==> config.mk <==
export PLATFORM = sky130hd
export DESIGN_NAME = ex_operand_stage
export DESIGN_NICKNAME = d
export VERILOG_FILES = /design/src/rtl/riscv_pkg.sv /design/src/rtl/ex_forward_unit.sv /design/src/rtl/ex_operand_stage.sv
export SDC_FILE = /design/constraint.sdc
export NUM_CORES = 1
export LEC_CHECK = 0
export ABC_AREA = 0
export CORE_UTILIZATION = 30
export CTS_BUF_LIST = sky130_fd_sc_hd__clkbuf_8
export DETAILED_ROUTE_END_ITERATION = 8
export DONT_BUFFER_PORTS = 1
export PLACE_DENSITY = 0.4
export SLEW_MARGIN = 20
export SYNTH_ARGS = -nofsm -noshare
export SYNTH_HDL_FRONTEND = slang
export SYNTH_SLANG_ARGS = --single-unit
==> constraint.sdc <==
create_clock -name clk -period 7.3 [get_ports clk]
set_input_delay 1.46 -clock clk [delete_from_list [all_inputs] [get_ports clk]]
set_output_delay 1.46 -clock clk [all_outputs]
set_load 0.005 [all_outputs]
==> src/rtl/riscv_pkg.sv <==
// Shared RISC-V pipeline definitions: ALU operation codes, forwarding
// source selector and the EX-stage control bundle.
package riscv_pkg;

   localparam logic [3:0] ALU_AND  = 4'b0000;
   localparam logic [3:0] ALU_OR   = 4'b0001;
   localparam logic [3:0] ALU_ADD  = 4'b0010;
   localparam logic [3:0] ALU_XOR  = 4'b0101;
   localparam logic [3:0] ALU_SUB  = 4'b0110;
   localparam logic [3:0] ALU_SLLI = 4'b0111;
   localparam logic [3:0] ALU_EQ   = 4'b1000;
   localparam logic [3:0] ALU_NE   = 4'b1001;
   localparam logic [3:0] ALU_GT   = 4'b1010;
   localparam logic [3:0] ALU_SLT  = 4'b1100;
   localparam logic [3:0] ALU_SRAI = 4'b1110;
   localparam logic [3:0] ALU_SRLI = 4'b1111;

   typedef enum logic [1:0] {
      FWD_NONE,
      FWD_MEM,
      FWD_WB
   } fwd_sel_e;

   typedef struct packed {
      logic reg_write;
      logic mem_read;
      logic mem_write;
      logic alusrc;
      logic asrc_pc;
   } ex_ctrl_t;

endpackage

==> src/rtl/ex_forward_unit.sv <==
// Operand bypass selection for one EX source register: the youngest
// in-flight writer (MEM) wins over WB, and x0 is never bypassed.
module ex_forward_unit
   import riscv_pkg::*;
#(
   parameter int DATA_WIDTH     = 32,
   parameter int REG_ADDR_WIDTH = 5
) (
   input  logic [REG_ADDR_WIDTH-1:0] ex_rs,
   input  logic [DATA_WIDTH-1:0]     reg_data,
   input  logic                      mem_reg_write,
   input  logic [REG_ADDR_WIDTH-1:0] mem_rd,
   input  logic [DATA_WIDTH-1:0]     mem_result,
   input  logic                      wb_reg_write,
   input  logic [REG_ADDR_WIDTH-1:0] wb_rd,
   input  logic [DATA_WIDTH-1:0]     wb_result,
   output logic [DATA_WIDTH-1:0]     fwd_data
);

   fwd_sel_e sel;

   // NOTE: every always_comb output gets a default first so no path infers a latch.
   always_comb begin
      sel = FWD_NONE;
      if (mem_reg_write && (mem_rd != '0) && (mem_rd == ex_rs))
         sel = FWD_MEM;
      else if (wb_reg_write && (wb_rd != '0) && (wb_rd == ex_rs))
         sel = FWD_WB;
   end

   always_comb begin
      fwd_data = reg_data;
      unique case (sel)
         FWD_MEM: fwd_data = mem_result;
         FWD_WB:  fwd_data = wb_result;
         default: fwd_data = reg_data;
      endcase
   end

endmodule

==> src/rtl/ex_operand_stage.sv <==
// ID/EX pipeline register with operand forwarding, load-use hazard
// detection and ALU source selection.
module ex_operand_stage
   import riscv_pkg::*;
#(
   parameter int DATA_WIDTH     = 32,
   parameter int OPCODE_LENGTH  = 4,
   parameter int REG_ADDR_WIDTH = 5
) (
   input  logic                      clk,
   input  logic                      reset,
   input  logic                      stall,
   input  logic                      flush,
   input  logic                      id_valid,
   input  logic                      id_reg_write,
   input  logic                      id_mem_read,
   input  logic                      id_mem_write,
   input  logic                      id_alusrc,
   input  logic                      id_asrc_pc,
   input  logic [OPCODE_LENGTH-1:0]  id_alu_op,
   input  logic [DATA_WIDTH-1:0]     id_rs1_data,
   input  logic [DATA_WIDTH-1:0]     id_rs2_data,
   input  logic [DATA_WIDTH-1:0]     id_imm,
   input  logic [DATA_WIDTH-1:0]     id_pc,
   input  logic [REG_ADDR_WIDTH-1:0] id_rs1,
   input  logic [REG_ADDR_WIDTH-1:0] id_rs2,
   input  logic [REG_ADDR_WIDTH-1:0] id_rd,
   input  logic                      mem_reg_write,
   input  logic                      wb_reg_write,
   input  logic [REG_ADDR_WIDTH-1:0] mem_rd,
   input  logic [REG_ADDR_WIDTH-1:0] wb_rd,
   input  logic [DATA_WIDTH-1:0]     mem_result,
   input  logic [DATA_WIDTH-1:0]     wb_result,
   output logic [DATA_WIDTH-1:0]     SrcA,
   output logic [DATA_WIDTH-1:0]     SrcB,
   output logic [OPCODE_LENGTH-1:0]  Operation,
   output logic                      ex_valid,
   output logic                      ex_reg_write,
   output logic                      ex_mem_read,
   output logic                      ex_mem_write,
   output logic [REG_ADDR_WIDTH-1:0] ex_rd,
   output logic [DATA_WIDTH-1:0]     ex_store_data,
   output logic                      load_use_hazard
);

   // An all-zero value of this record is the bubble.
   typedef struct packed {
      logic                      valid;
      ex_ctrl_t                  ctrl;
      logic [OPCODE_LENGTH-1:0]  alu_op;
      logic [REG_ADDR_WIDTH-1:0] rs1;
      logic [REG_ADDR_WIDTH-1:0] rs2;
      logic [REG_ADDR_WIDTH-1:0] rd;
      logic [DATA_WIDTH-1:0]     rs1_data;
      logic [DATA_WIDTH-1:0]     rs2_data;
      logic [DATA_WIDTH-1:0]     imm;
      logic [DATA_WIDTH-1:0]     pc;
   } ex_regs_t;

   ex_regs_t              ex_q;
   ex_regs_t              ex_d;
   ex_regs_t              id_fields;
   logic [DATA_WIDTH-1:0] fwd_a;
   logic [DATA_WIDTH-1:0] fwd_b;

   ex_forward_unit #(.DATA_WIDTH(DATA_WIDTH), .REG_ADDR_WIDTH(REG_ADDR_WIDTH)) u_fwd_a (
      .ex_rs(ex_q.rs1), .reg_data(ex_q.rs1_data),
      .mem_reg_write(mem_reg_write), .mem_rd(mem_rd), .mem_result(mem_result),
      .wb_reg_write(wb_reg_write), .wb_rd(wb_rd), .wb_result(wb_result),
      .fwd_data(fwd_a)
   );

   ex_forward_unit #(.DATA_WIDTH(DATA_WIDTH), .REG_ADDR_WIDTH(REG_ADDR_WIDTH)) u_fwd_b (
      .ex_rs(ex_q.rs2), .reg_data(ex_q.rs2_data),
      .mem_reg_write(mem_reg_write), .mem_rd(mem_rd), .mem_result(mem_result),
      .wb_reg_write(wb_reg_write), .wb_rd(wb_rd), .wb_result(wb_result),
      .fwd_data(fwd_b)
   );

   assign load_use_hazard = ex_q.valid && ex_q.ctrl.mem_read && (ex_q.rd != '0) && id_valid &&
                            ((ex_q.rd == id_rs1) || (ex_q.rd == id_rs2));

   always_comb begin
      id_fields = '{
         valid:    id_valid,
         ctrl:     '{reg_write: id_reg_write, mem_read: id_mem_read, mem_write: id_mem_write,
                     alusrc: id_alusrc, asrc_pc: id_asrc_pc},
         alu_op:   id_alu_op,
         rs1:      id_rs1,
         rs2:      id_rs2,
         rd:       id_rd,
         rs1_data: id_rs1_data,
         rs2_data: id_rs2_data,
         imm:      id_imm,
         pc:       id_pc
      };
   end

   // A stalled instruction keeps refreshing its operands so a WB retirement
   // that happens during the stall is not lost once forwarding stops.
   always_comb begin
      ex_d = ex_q;
      if (flush) begin
         ex_d = '0;
      end else if (stall) begin
         ex_d.rs1_data = fwd_a;
         ex_d.rs2_data = fwd_b;
      end else if (load_use_hazard) begin
         ex_d = '0;
      end else begin
         ex_d = id_fields;
      end
   end

   // NOTE: state registers use non-blocking assignments so every flop samples pre-edge values.
   always_ff @(posedge clk or posedge reset) begin
      if (reset) ex_q <= '0;
      else       ex_q <= ex_d;
   end

   assign SrcA          = ex_q.ctrl.asrc_pc ? ex_q.pc  : fwd_a;
   assign SrcB          = ex_q.ctrl.alusrc  ? ex_q.imm : fwd_b;
   assign ex_store_data = fwd_b;
   assign Operation     = ex_q.alu_op;
   assign ex_valid      = ex_q.valid;
   assign ex_reg_write  = ex_q.ctrl.reg_write;
   assign ex_mem_read   = ex_q.ctrl.mem_read;
   assign ex_mem_write  = ex_q.ctrl.mem_write;
   assign ex_rd         = ex_q.rd;

endmodule

== After elaboration in Yosys (flattened, before gate mapping) ==
Index checks and enable logic that the tools add are counted.

* Register bits: 153
* Input bits: 233
* Word-level logic and storage cells: 52

* Equality and inequality tests: 11
* Multiplexer cells: 13
* Reduce and logical (&&, ||, !) cells: 14

{| class="wikitable"
|+ Operators with widths
! kind !! count
|-
| two-way mux 153 bit || 2
|-
| two-way mux 64 bit || 2
|-
| one-hot mux 32 bit (2 select lines) || 2
|-
| two-way mux 32 bit || 2
|-
| equality test 5 bit || 6
|-
| two-way mux 25 bit || 1
|-
| nonzero test 5 bit || 3
|-
| logical AND 1 bit || 10
|-
| two-way mux 2 bit || 4
|-
| equality test 2 x 1 -> 1 bit (second input constant) || 2
|-
| equality test 2 bit (second input constant) || 2
|-
| != test 2 x 1 -> 1 bit (second input constant) || 1
|-
| logical OR 1 bit || 1
|}

== Depth between registers and ports, before layout ==
* Depth in word-level cells: 9
* Mapped depth: 7
* Gate-level depth less buffers: 5

== Hierarchy ==
Synthesis repeated with hierarchy kept, for this count alone.

* Cells, all modules: 1,330
* Area total of the unflattened synthesis: 11,674.9 um^2

{| class="wikitable"
|+ By module, submodules not included
! module !! instances !! cells each !! area an instance (um^2) !! sequential area each (um^2)
|-
| ex_operand_stage || 1 || 970 || 8,634.5 || 3,828.7
|-
| ex_forward_unit || 2 || 180 || 1,520.2 || 0.0
|}

== Least setup slack after synthesis ==
No wires, ideal clock.

* Path type: input -> output
* From: input port wb_rd[0]
* To: output port SrcB[14]
* Data arrival time: 3,023 ps
* Slack: 2,817 ps
* Stages on the path: 7
* Path buffers: 2
* Cell sequence: or4_1 -> o21a_1 -> buf_6 -> buf_2 -> nand4_1 -> a31oi_1 -> mux2_1

* Longest elaborated chain between the ends: 8
* Elaborated cells on any way between the ends: 10

{| class="wikitable"
|+ Ends and longest elaborated chain
! what !! RTL line !! text
|-
| start: declaration || ex_operand_stage.sv:31 || <nowiki>input logic [REG_ADDR_WIDTH-1:0] wb_rd,</nowiki>
|-
| nonzero test 5 bit || ex_forward_unit.sv:27 || <nowiki>else if (wb_reg_write && (wb_rd != '0) && (wb_rd == ex_rs))</nowiki>
|-
| logical AND 1 bit || ex_forward_unit.sv:27 ||
|-
| logical AND 1 bit (*) || ex_forward_unit.sv:27 ||
|-
| two-way mux 2 bit (*) || ex_forward_unit.sv:27 ||
|-
| two-way mux 2 bit (*) || ex_forward_unit.sv:25 || <nowiki>if (mem_reg_write && (mem_rd != '0) && (mem_rd == ex_rs))</nowiki>
|-
| equality test 2 bit or equality test 2 x 1 -> 1 bit (tied branches) || ex_forward_unit.sv:33 || <nowiki>unique case (sel)</nowiki>
|-
| one-hot mux 32 bit (2 select lines) (*) || ex_forward_unit.sv:33 ||
|-
| net ex_store_data[14] || ex_operand_stage.sv:42 || <nowiki>output logic [DATA_WIDTH-1:0] ex_store_data,</nowiki>
|-
| two-way mux 32 bit (*) || ex_operand_stage.sv:122 || <nowiki>assign SrcB = ex_q.ctrl.alusrc ? ex_q.imm : fwd_b;</nowiki>
|-
| end: declaration || ex_operand_stage.sv:35 || <nowiki>output logic [DATA_WIDTH-1:0] SrcB,</nowiki>
|}

The timed path passes the listed nets; every way through them passes the cells marked *.

== Final worst setup path ==
* From: input port wb_rd[0]
* To: output port SrcA[2]

* Longest elaborated chain between the ends: 8
* Elaborated cells on any way between the ends: 10

{| class="wikitable"
|+ Ends and longest elaborated chain
! what !! RTL line !! text
|-
| nonzero test 5 bit || ex_forward_unit.sv:27 ||
|-
| logical AND 1 bit || ex_forward_unit.sv:27 ||
|-
| logical AND 1 bit (*) || ex_forward_unit.sv:27 ||
|-
| two-way mux 2 bit (*) || ex_forward_unit.sv:27 ||
|-
| two-way mux 2 bit (*) || ex_forward_unit.sv:25 ||
|-
| equality test 2 bit or equality test 2 x 1 -> 1 bit (tied branches) || ex_forward_unit.sv:33 ||
|-
| one-hot mux 32 bit (2 select lines) (*) || ex_forward_unit.sv:33 ||
|-
| two-way mux 32 bit (*) || ex_operand_stage.sv:121 || <nowiki>assign SrcA = ex_q.ctrl.asrc_pc ? ex_q.pc : fwd_a;</nowiki>
|-
| end: declaration || ex_operand_stage.sv:34 || <nowiki>output logic [DATA_WIDTH-1:0] SrcA,</nowiki>
|}

Mark *: on every way between the ends. The rest lies on a longest branch, timed or not.

==> metrics.md <==
| Metric | Value |
|---|---|
| Status | completed |
| # rows | 60 |
| Clock insertion delay at the later pin of the skew report | 0.46 ns |
| WL/cell | roughly 30 microns |
| Max stage delay on crit path | about 0.58 ns |
| Sequential cell area fraction in the yosys report | 0.4567 |
| TNS Setup | 0 ns |
| Depth of the CTS H-tree | 4 |
| Measured slew at the worst slew-check pin | 1.055 ns |
| Slowest-stage cell, CP | or4_1 |
| Vias per inst | roughly 6.3 |
| Mapped Avg Cell Area | ~10 sq um |
| Post-synth top flop | dfrtp_1 |
| CP delay by family, top | simple AND/OR/NAND/NOR gates |
| Pre-Repair DR Iteration Count | 5 |
| Worst min path class | flop to flop |
| Via count | 7,177 |
| Critical Path RT | 5.84 ns |
| Clk sinks | 153 |
| CP bufs+invs | 2 |
| Clock Path Buffers | 2 |
| DR iter-0 viols | 654 |
| # setup viols final | 0 |
| Max-Cap Viols | 0 |
| Cells after synthesis | around 830 |
| CTS root buffer | clkbuf_8 |
| Final Cell Area | 8969 sq um |
| CP Max Fanout | 65 |
| Mapped Nets | 1,058 |
| Top-area cell type share of the netlist area | 0.4567 |
| Initial antenna violation count | 2 |
| Fmax | 176.6 MHz |
| Core area | approximately 27,000 sq um |
| Nets | 990 |
| Buffers on Ports | 0 |
| Yosys reg bits | between 150 and 200 |
| Die Y | roughly 170 microns |
| I/O pins | between 300 and 400 |
| Max Transition Viols Final | 0 |
| CP most frequent cell | buf_4 |
| Worst VDD drop | approximately 0.11 mV |
| Drt drc | 0 |
| GRT Overall Usage | 0.2370 |
| Yosys Warn Count | 0 |
| Dominant cells by area after synthesis | dfrtp_1, a22o_1, o31ai_1, mux2_2, a221oi_1 |
| Startpoint types | primary input |
| RSZ-0062 raised after global routing | no |
| Die ar. | 28,620 sq um |
| Cell area after synthesis | 8383 sq um |
| CP arrival | about 4.2 ns |
| Largest net degree at the start of global routing | 95 |
| Chip width | ~170 microns |
| EDFF count, synth | 0 |
| CTS Buf Count | 17 |
| First-pass GRT wire length | ~50,000 microns |
| Total Wirelength | roughly 34,000 microns |
| Number of gates resized after cts | 0 |
| Final hold viol count | 0 |
| Vias in the first global route | 7,336 |
| Min cycle time layout | between 5 and 6 ns |
| Layout cell share with drive strength beyond 1 | 0.1247 |
| Final HPWL DP | 24,490 microns |
| Fillers | 2,810 |
| Most frequent cells after synthesis | dfrtp_1, a22o_1, clkbuf_1, o31ai_1, nor2_1 |
| Global route overflow | 0 |
| Leak | about 3.7 nW |
| Count leader, synth | dfrtp_1 |
| Final ANT Viol Nets | 0 |
| Crit-path cells | or4_1 > o21a_2 > buf_4 > nand3_1 > buf_4 > a221oi_1 > o31ai_1 |
| Synth area leader | dfrtp_1 |
| Final period util | 0.7755 |
| Asr flop ratio synth | 1.000 |
| Yosys cell types | 37 |
| DP Area | between 8000 and 9000 sq um |
| Finished Core Util | 0.3300 |
| PwrDens | between 200 and 250 nW/um^2 |
| Critical Path Sink Type | output port |
| Post-CTS Hold Buffers | 0 |
| Initial Util | 0.3085 |
| Slew HR | 0.2969 |
| Final Wtd Congestion | 0.9622 |
| Worst setup path class | primary input to output port |
| Post-CTS Setup Bufs | 0 |
| Clock transition at path regs | 0.11 ns |
| Synthesis-to-finish area growth | 6.985% |
| CTS tree | yes |
| Clk_skew | 0.02124 ns |
## cell type report
| cell class | count | area (sq um) | share of cell area |
|---|---|---|---|
| inverters | 1 | 8.758 | 0.0009766 |
| well taps | 372 | 465.4 | 0.05190 |
| clock buffers | 17 | 234.0 | 0.02609 |
| clock inverters | 15 | 162.7 | 0.01814 |
| repair buffers | 19 | 142.6 | 0.01590 |
| multi-input cells | 565 | 4119 | 0.4593 |
| flip-flops and latches | 153 | 3831 | 0.4272 |
| diodes | 2 | 5.005 | 0.0005580 |
## state kept, by name, indices dropped and copies added, names as in the netlist
signal	count
ex_valid	1
ex_q	140
ex_reg_write	1
ex_rd	5
ex_mem_read	1
ex_mem_write	1
Operation	4
## per-layer routing
| layer | wire length, microns | GRT usage |
|---|---|---|
| met1 | 14230 | 0.3057 |
| met2 | 16330 | 0.3815 |
| met3 | 2844 | 0.06903 |
| met4 | 843 | 0.07403 |
| met5 | 0 | 0 |
## cells in the final DEF (no fill, tap or decap), drive strengths merged
| cell type | n |
|---|---|
| a211oi | 1 |
| a21oi | 1 |
| a221oi | 32 |
| a22o | 121 |
| a31oi | 32 |
| and2 | 1 |
| and3 | 32 |
| buf | 19 |
| bufinv | 1 |
| clkbuf | 17 |
| clkinv | 4 |
| clkinvlp | 1 |
| dfrtp | 153 |
| diode | 2 |
| inv | 10 |
| mux2 | 32 |
| nand2 | 34 |
| nand3 | 4 |
| nand4 | 34 |
| nor2 | 36 |
| nor2b | 1 |
| nor3 | 35 |
| o211ai | 2 |
| o21a | 1 |
| o21ai | 33 |
| o22ai | 1 |
| o2bb2ai | 32 |
| o31ai | 64 |
| or2 | 3 |
| or3 | 1 |
| or4 | 2 |
| xnor2 | 20 |
| xor2 | 10 |
## kinds of logic (layout without fill, tap and decap cells)
| family | count (synthesis) | count (layout) | share of synthesized area |
|---|---|---|---|
| compound gates | 320 | 320 | 0.3007 |
| simple gates | 183 | 183 | 0.1106 |
| flops | 153 | 153 | 0.4567 |
| buf+inv | 107 | 52 | 0.05761 |
| mux | 32 | 32 | 0.04298 |
| xor+xnor | 30 | 30 | 0.03134 |
| other cells | 0 | 2 | 0 |
## path summary, 6_finish.rpt
| check | from | to | slack [ns] | cells after the start |
|---|---|---|---|---|
| max | wb_rd[0] | SrcA[2] | 1.64 | 7 |
| min | ex_q[43] | ex_q[43] | 0.51 | 1 |
| max reg2reg | ex_q[139] | ex_q[110] | 4.50 | 7 |
| min reg2reg | ex_q[43] | ex_q[43] | 0.51 | 1 |
| max in group asynchronous | reset | ex_q[119] | 4.83 | 2 |
| min in group asynchronous | reset | ex_q[17] | 1.00 | 1 |
## per-stage QoR
step	hold WS, ns	instances	worst slack, ns	power [mW]
after floorplan	0.4673	825	1.719	1.167
after global placement	0.4846	1110	1.666	1.253
after detailed placement	0.4891	1110	1.633	1.257
after CTS	0.5158	1142	1.629	1.943
after global routing	0.5349	1144	1.474	2.009
final	0.5089	1144	1.639	1.916
## where the power goes
| part | internal (mW) | total [mW] | switching, mW | leakage (nW) |
|---|---|---|---|---|
| Combinational | 0.106 | 0.308 | 0.202 | 1.43 |
| Clock | 0.286 | 0.676 | 0.390 | 0.205 |
| Sequential | 0.896 | 0.932 | 0.0357 | 2.03 |
Note: power is estimated with default switching activity, not from simulation.
==> edit 1, RTL diff (same settings) <==
Make the reset (`reset`) synchronous in one clocked block.
--- a/src/rtl/ex_operand_stage.sv
+++ b/src/rtl/ex_operand_stage.sv
@@ -115,3 +115,3 @@
    // NOTE: state registers use non-blocking assignments so every flop samples pre-edge values.
-   always_ff @(posedge clk or posedge reset) begin
+   always_ff @(posedge clk) begin
       if (reset) ex_q <= '0;
Formal check against the unedited RTL: differs if reset is asserted again (counterexample within 4 cycles, from zero or initial values and one cycle with reset high); with reset held inactive, the same outputs for 4 cycles.
==> edit 1 against the unedited design <==
- sequential share of layout area decreased by 6.4 points
- worst setup slack improved by 21 ps
- fmax increased by 0.37%
- clock power decreased by 5.9%
- synthesized cell count increased by 3.2%
- power decreased by 10%
- largest power group unchanged
- design area decreased by 6.0%
- clock skew decreased by 2.0 ps
- largest cell class unchanged
- sequential cell count unchanged
- area after synthesis decreased by 4.9%
- sequential power decreased by 5.7%
- wire length decreased by 11%
==> edit 1: results (changes against the unedited design) <==
[global_routing] wire length of the first global-routing pass 43740 um [was 50180 um]
[global_routing] met3 track utilization from global routing 4.872% [was 6.903%]
[clock_tree] # Post-CTS Setup Buffers 0 [unchanged]
[place] post-detail-place hpwl 21710 um [was 24490 um]
[synth] Post-synth top cells 153 x sky130_fd_sc_hd__dfxtp_1, 121 x sky130_fd_sc_hd__a22o_1, 69 x sky130_fd_sc_hd__clkbuf_1 [was 153 x sky130_fd_sc_hd__dfrtp_1, 121 x sky130_fd_sc_hd__a22o_1, 71 x sky130_fd_sc_hd__clkbuf_1]
[drt] DRC marker count from the first detailed-route iteration 570 [was 654]
[global_routing] overall fraction of global-route tracks in use 21.55% [was 23.70%]
[drt] total via count in the routed design 6863 [was 7177]
[synth] Netlist cell types 36 [was 37]
[sta] Worst Clk Skew 19.20 ps [was 21.24 ps]
[synth] leading post-synthesis cells by cell area sky130_fd_sc_hd__dfxtp_1 38%, sky130_fd_sc_hd__a22o_1 13%, sky130_fd_sc_hd__o31ai_1 6.0% [was sky130_fd_sc_hd__dfrtp_1 46%, sky130_fd_sc_hd__a22o_1 13%, sky130_fd_sc_hd__o31ai_1 5.7%]
[final_layout] flip-flop count of the largest register after layout 140 [unchanged]
[pwr] worst ir drop on vdd 118.7 uV [was 107.5 uV]
[setup_path] arrival time at the worst endpoint 4180 ps [was 4200 ps]
[setup_path] Largest delay share family, worst path simple AND/OR/NAND/NOR gates [unchanged]
[final_layout] FILL cells 2704 [was 2810]
[global_routing] number of global-route vias before repair 6510 [was 7336]
[setup_path] Slowest-stage cell, CP sky130_fd_sc_hd__or2_2 [was sky130_fd_sc_hd__or4_1]
[outcome] status finished clean [unchanged]
[place] Final Wtd Congestion 0.8785 [was 0.9622]
[synth] number of nets produced by synthesis 1084 [was 1058]
[clock_tree] clock latency on the worst-skew pair 470 ps
[global_routing] pin count of the biggest net entering global routing 88 [was 95]
[clock_tree] H-tree depth 4 [unchanged]
[setup_path] crit-path max cell delay 830 ps [was 580 ps]
[setup_path] register-to-register path setup slack 4510 ps [was 4500 ps]
[final_layout] ratio of cells with drive above 1 in the final layout 15.35% [was 12.47%]
[synth] share of flip-flops with an asynchronous set or reset after synthesis 0% [was 100.0%]
[place] number of input and output port buffers inserted 0 [unchanged]
[sta] slew of the pin with the lowest slew margin 962.4 ps [was 1055 ps]
[sta] Period Utilization, post-route 77.26% [was 77.55%]
[final_layout] number of antenna repair diodes 0 [was 2]
[drt] number of optimization iterations in the first detailed-route pass 5 [unchanged]
[drt] routed length per instance 26.98 um [was 29.94 um]
[global_routing] GRT met1 Usage 32.67% [was 30.57%]
[synth] register area share after synthesis 38.41% [was 45.67%]
[global_routing] met2 routing resource usage after global routing 28.95% [was 38.15%]
[global_routing] number of antenna violations at the first check in global routing 0 [was 2]
[clock_tree] clock-pin transition on the worst setup and hold timing paths 90 ps [was 110 ps]
[final_layout] net total in the final layout 1015 [was 990]
[place] pre-CTS setup slack 1644 ps [was 1633 ps]
[pwr] LEAKAGE 2.926 nW [was 3.663 nW]
[setup_path] CP max FO 33 [was 65]
edit 1: cell types whose count changed after synthesis, sizes merged, moves of 2 or more:
cell    delta
nand4     -32
xor2       -5
xnor2      +5
dfxtp    +153
dfrtp    -153
inv       +31
or4       +32
clkbuf     -2
edit 1: layer usage:
layer | routed length (um) | share of wire (%) | vias up
met1 | 14780 | 48 | 3307
met5 | 0 | 0 | -
met2 | 12540 | 41 | 366
met3 | 2338 | 7.7 | 47
met4 | 828 | 2.7 | 0
li1 | - | - | 3143
edit 1: final timing paths:
path | startpoint | to | cells past startpoint
min | ex_q[34] | ex_q[34] | 1
max | mem_rd[1] | SrcB[20] | 6
min reg2reg | ex_q[34] | ex_q[34] | 1
max reg2reg | ex_q[137] | ex_q[86] | 6
edit 1: layout make-up:
cell class              count  area (sq um)  share of cell area (%)
clock buffers              19         261.5                   3.102
clock inverters            13         111.4                   1.321
inverters                  32         120.1                   1.425
flip-flops and latches    153          3064                   36.35
well taps                 335         419.2                   4.973
repair buffers             15         112.6                   1.336
multi-input cells         563          4340                   51.49
edit 1: power by group:
group	total (mW)	internal [mW]	switching [mW]
sequential	0.879	0.863	0.0157
clock	0.636	0.262	0.374
combinational	0.200	0.0728	0.127
total	1.71	1.20	0.517
edit 1: cells by family after synthesis:
family	count (synthesis)	synth area share, %
AOI/OAI and AO/OA	320	34.25
xor gates and xnor gates	30	3.295
buffers and inverters	135	7.546
DFF	153	38.41
muxes	32	4.518
and+or+nand+nor	181	11.99
edit 1: worst register-to-register path, cell delays in order (launching register included):
cell and delay, ps:
sky130_fd_sc_hd__dfxtp_1 360, sky130_fd_sc_hd__xnor2_1 230, sky130_fd_sc_hd__nand3_2 530, sky130_fd_sc_hd__buf_4 500
sky130_fd_sc_hd__or4_1 530, sky130_fd_sc_hd__a31oi_2 380, sky130_fd_sc_hd__a22o_1 190
edit 1: per-stage QoR:
stage	total power, mW	std cells	hold slack, ps	instance area, sq um
after floorplan	1.050	851	436.7	7975
after global placement	1.094	1098	450.6	8049
after detailed placement	1.097	1098	454.1	8049
after CTS	1.737	1130	479.3	8422
after global routing	1.788	1130	494.2	8429
final	1.715	1130	477.7	8429
==> edit 2, RTL diff (same flow settings) <==
Without the edit above. `DATA_WIDTH` is set to 32 in 2 places; all go to 16.
--- a/src/rtl/ex_forward_unit.sv
+++ b/src/rtl/ex_forward_unit.sv
@@ -5,3 +5,3 @@
 #(
-   parameter int DATA_WIDTH     = 32,
+   parameter int DATA_WIDTH     = 16,
    parameter int REG_ADDR_WIDTH = 5
--- a/src/rtl/ex_operand_stage.sv
+++ b/src/rtl/ex_operand_stage.sv
@@ -5,3 +5,3 @@
 #(
-   parameter int DATA_WIDTH     = 32,
+   parameter int DATA_WIDTH     = 16,
    parameter int OPCODE_LENGTH  = 4,
Interface: changed (9 resized); port bits go from 343 to 199. No check against the original RTL was run, so the function may have changed too.
==> edit 2 against the unedited design <==
- utilization decreased by 0.44 points
- critical path depth decreased by 2
- sequential power decreased by 42%
- area after synthesis decreased by 40%
- worst setup slack improved by 350 ps
- register-to-register slack improved by 140 ps
- design area decreased by 40%
- hold slack got worse by 4.3 ps
- combinational power decreased by 43%
- power decreased by 40%
- wire length decreased by 47%
- via count decreased by 44%
- sequential cell count decreased by 64
==> edit 2: results (changes against the unedited design) <==
[outcome] status finished clean [unchanged]
[final_layout] sequential cell count 89 [was 153]
[synth] instance count of the mapped netlist 488 [was 825]
[place] post-detail-place hpwl 13230 um [was 24490 um]
[setup_path] length in cells of the worst reg-to-reg path 5 [was 7]
[synth] Synth Area in XOR/XNOR 5.199% [was 3.134%]
[drt] total via count in the routed design 4003 [was 7177]
[final_layout] FILL cells 1706 [was 2810]
[drt] routed length per instance 26.79 um [was 29.94 um]
[final_layout] flip-flop count of the largest register after layout 76 [was 140]
[setup_path] capturing instance or port of the critical path SrcB[6] [was SrcA[2]]
[sta] Min Hold Slack 504.6 ps [was 508.9 ps]
[setup_path] worst setup path start mem_rd[4] [was wb_rd[0]]
[setup_path] beginning of the worst register-to-register path ex_q[70] [was ex_q[139]]
[global_routing] pin count of the biggest net entering global routing 56 [was 95]
[setup_path] CP max FO 17 [was 65]
[pwr] LEAKAGE 2.124 nW [was 3.663 nW]
[hold_path] Min-Delay Endpoint ex_q[22] [was ex_q[43]]
[setup_path] crit-path max cell delay 700 ps [was 580 ps]
[synth] mux contribution to synthesized area 3.565% [was 4.299%]
[synth] leading post-synthesis cells by cell area sky130_fd_sc_hd__dfrtp_1 44%, sky130_fd_sc_hd__a22o_1 13%, sky130_fd_sc_hd__o31ai_1 4.8% [was sky130_fd_sc_hd__dfrtp_1 46%, sky130_fd_sc_hd__a22o_1 13%, sky130_fd_sc_hd__o31ai_1 5.7%]
[setup_path] Slowest-stage cell, CP sky130_fd_sc_hd__or2_1 [was sky130_fd_sc_hd__or4_1]
[final_layout] FF/Latch Area 2227 sq um [was 3831 sq um]
[final_layout] area occupied by multi-input gates 2500 sq um [was 4119 sq um]
[sta] Worst Clk Skew 9.267 ps [was 21.24 ps]
[final_layout] number of clock buffer instances in the layout 10 [was 17]
[synth] Netlist cell types 39 [was 37]
[sta] max-slew headroom at the worst pin 29.14% [was 29.69%]
-- edit 2: cell count changes after synthesis, sizes merged, moves of 31 or more --
cell / before / now
dfrtp: 153 / 89
a22o: 121 / 73
clkbuf: 71 / 33
a221oi: 32 / 0
o31ai: 64 / 32
and3: 32 / 1
-- edit 2: per-layer routing --
| metal | up-vias | track usage, % | part of all wire [%] |
|---|---|---|---|
| li1 | 1778 | - | - |
| met3 | 16 | 5.075 | 6.9 |
| met5 | - | 0 | 0 |
| met4 | 0 | 6.912 | 1.7 |
| met2 | 175 | 30.39 | 43 |
| met1 | 2034 | 30.54 | 48 |
-- edit 2: power breakdown --
group	total, mW	internal, mW	switching, mW
Sequential	0.542	0.521	0.0212
Combinational	0.176	0.0666	0.109
Clock	0.423	0.235	0.188
Total	1.14	0.823	0.319
-- edit 2: cell families (layout without fill, tap and decap cells) --
family,Yosys count,in the layout
compound gates,192,192
flops,89,89
simple gates,87,87
buf+inv,74,42
xor+xnor,30,30
mux,16,16
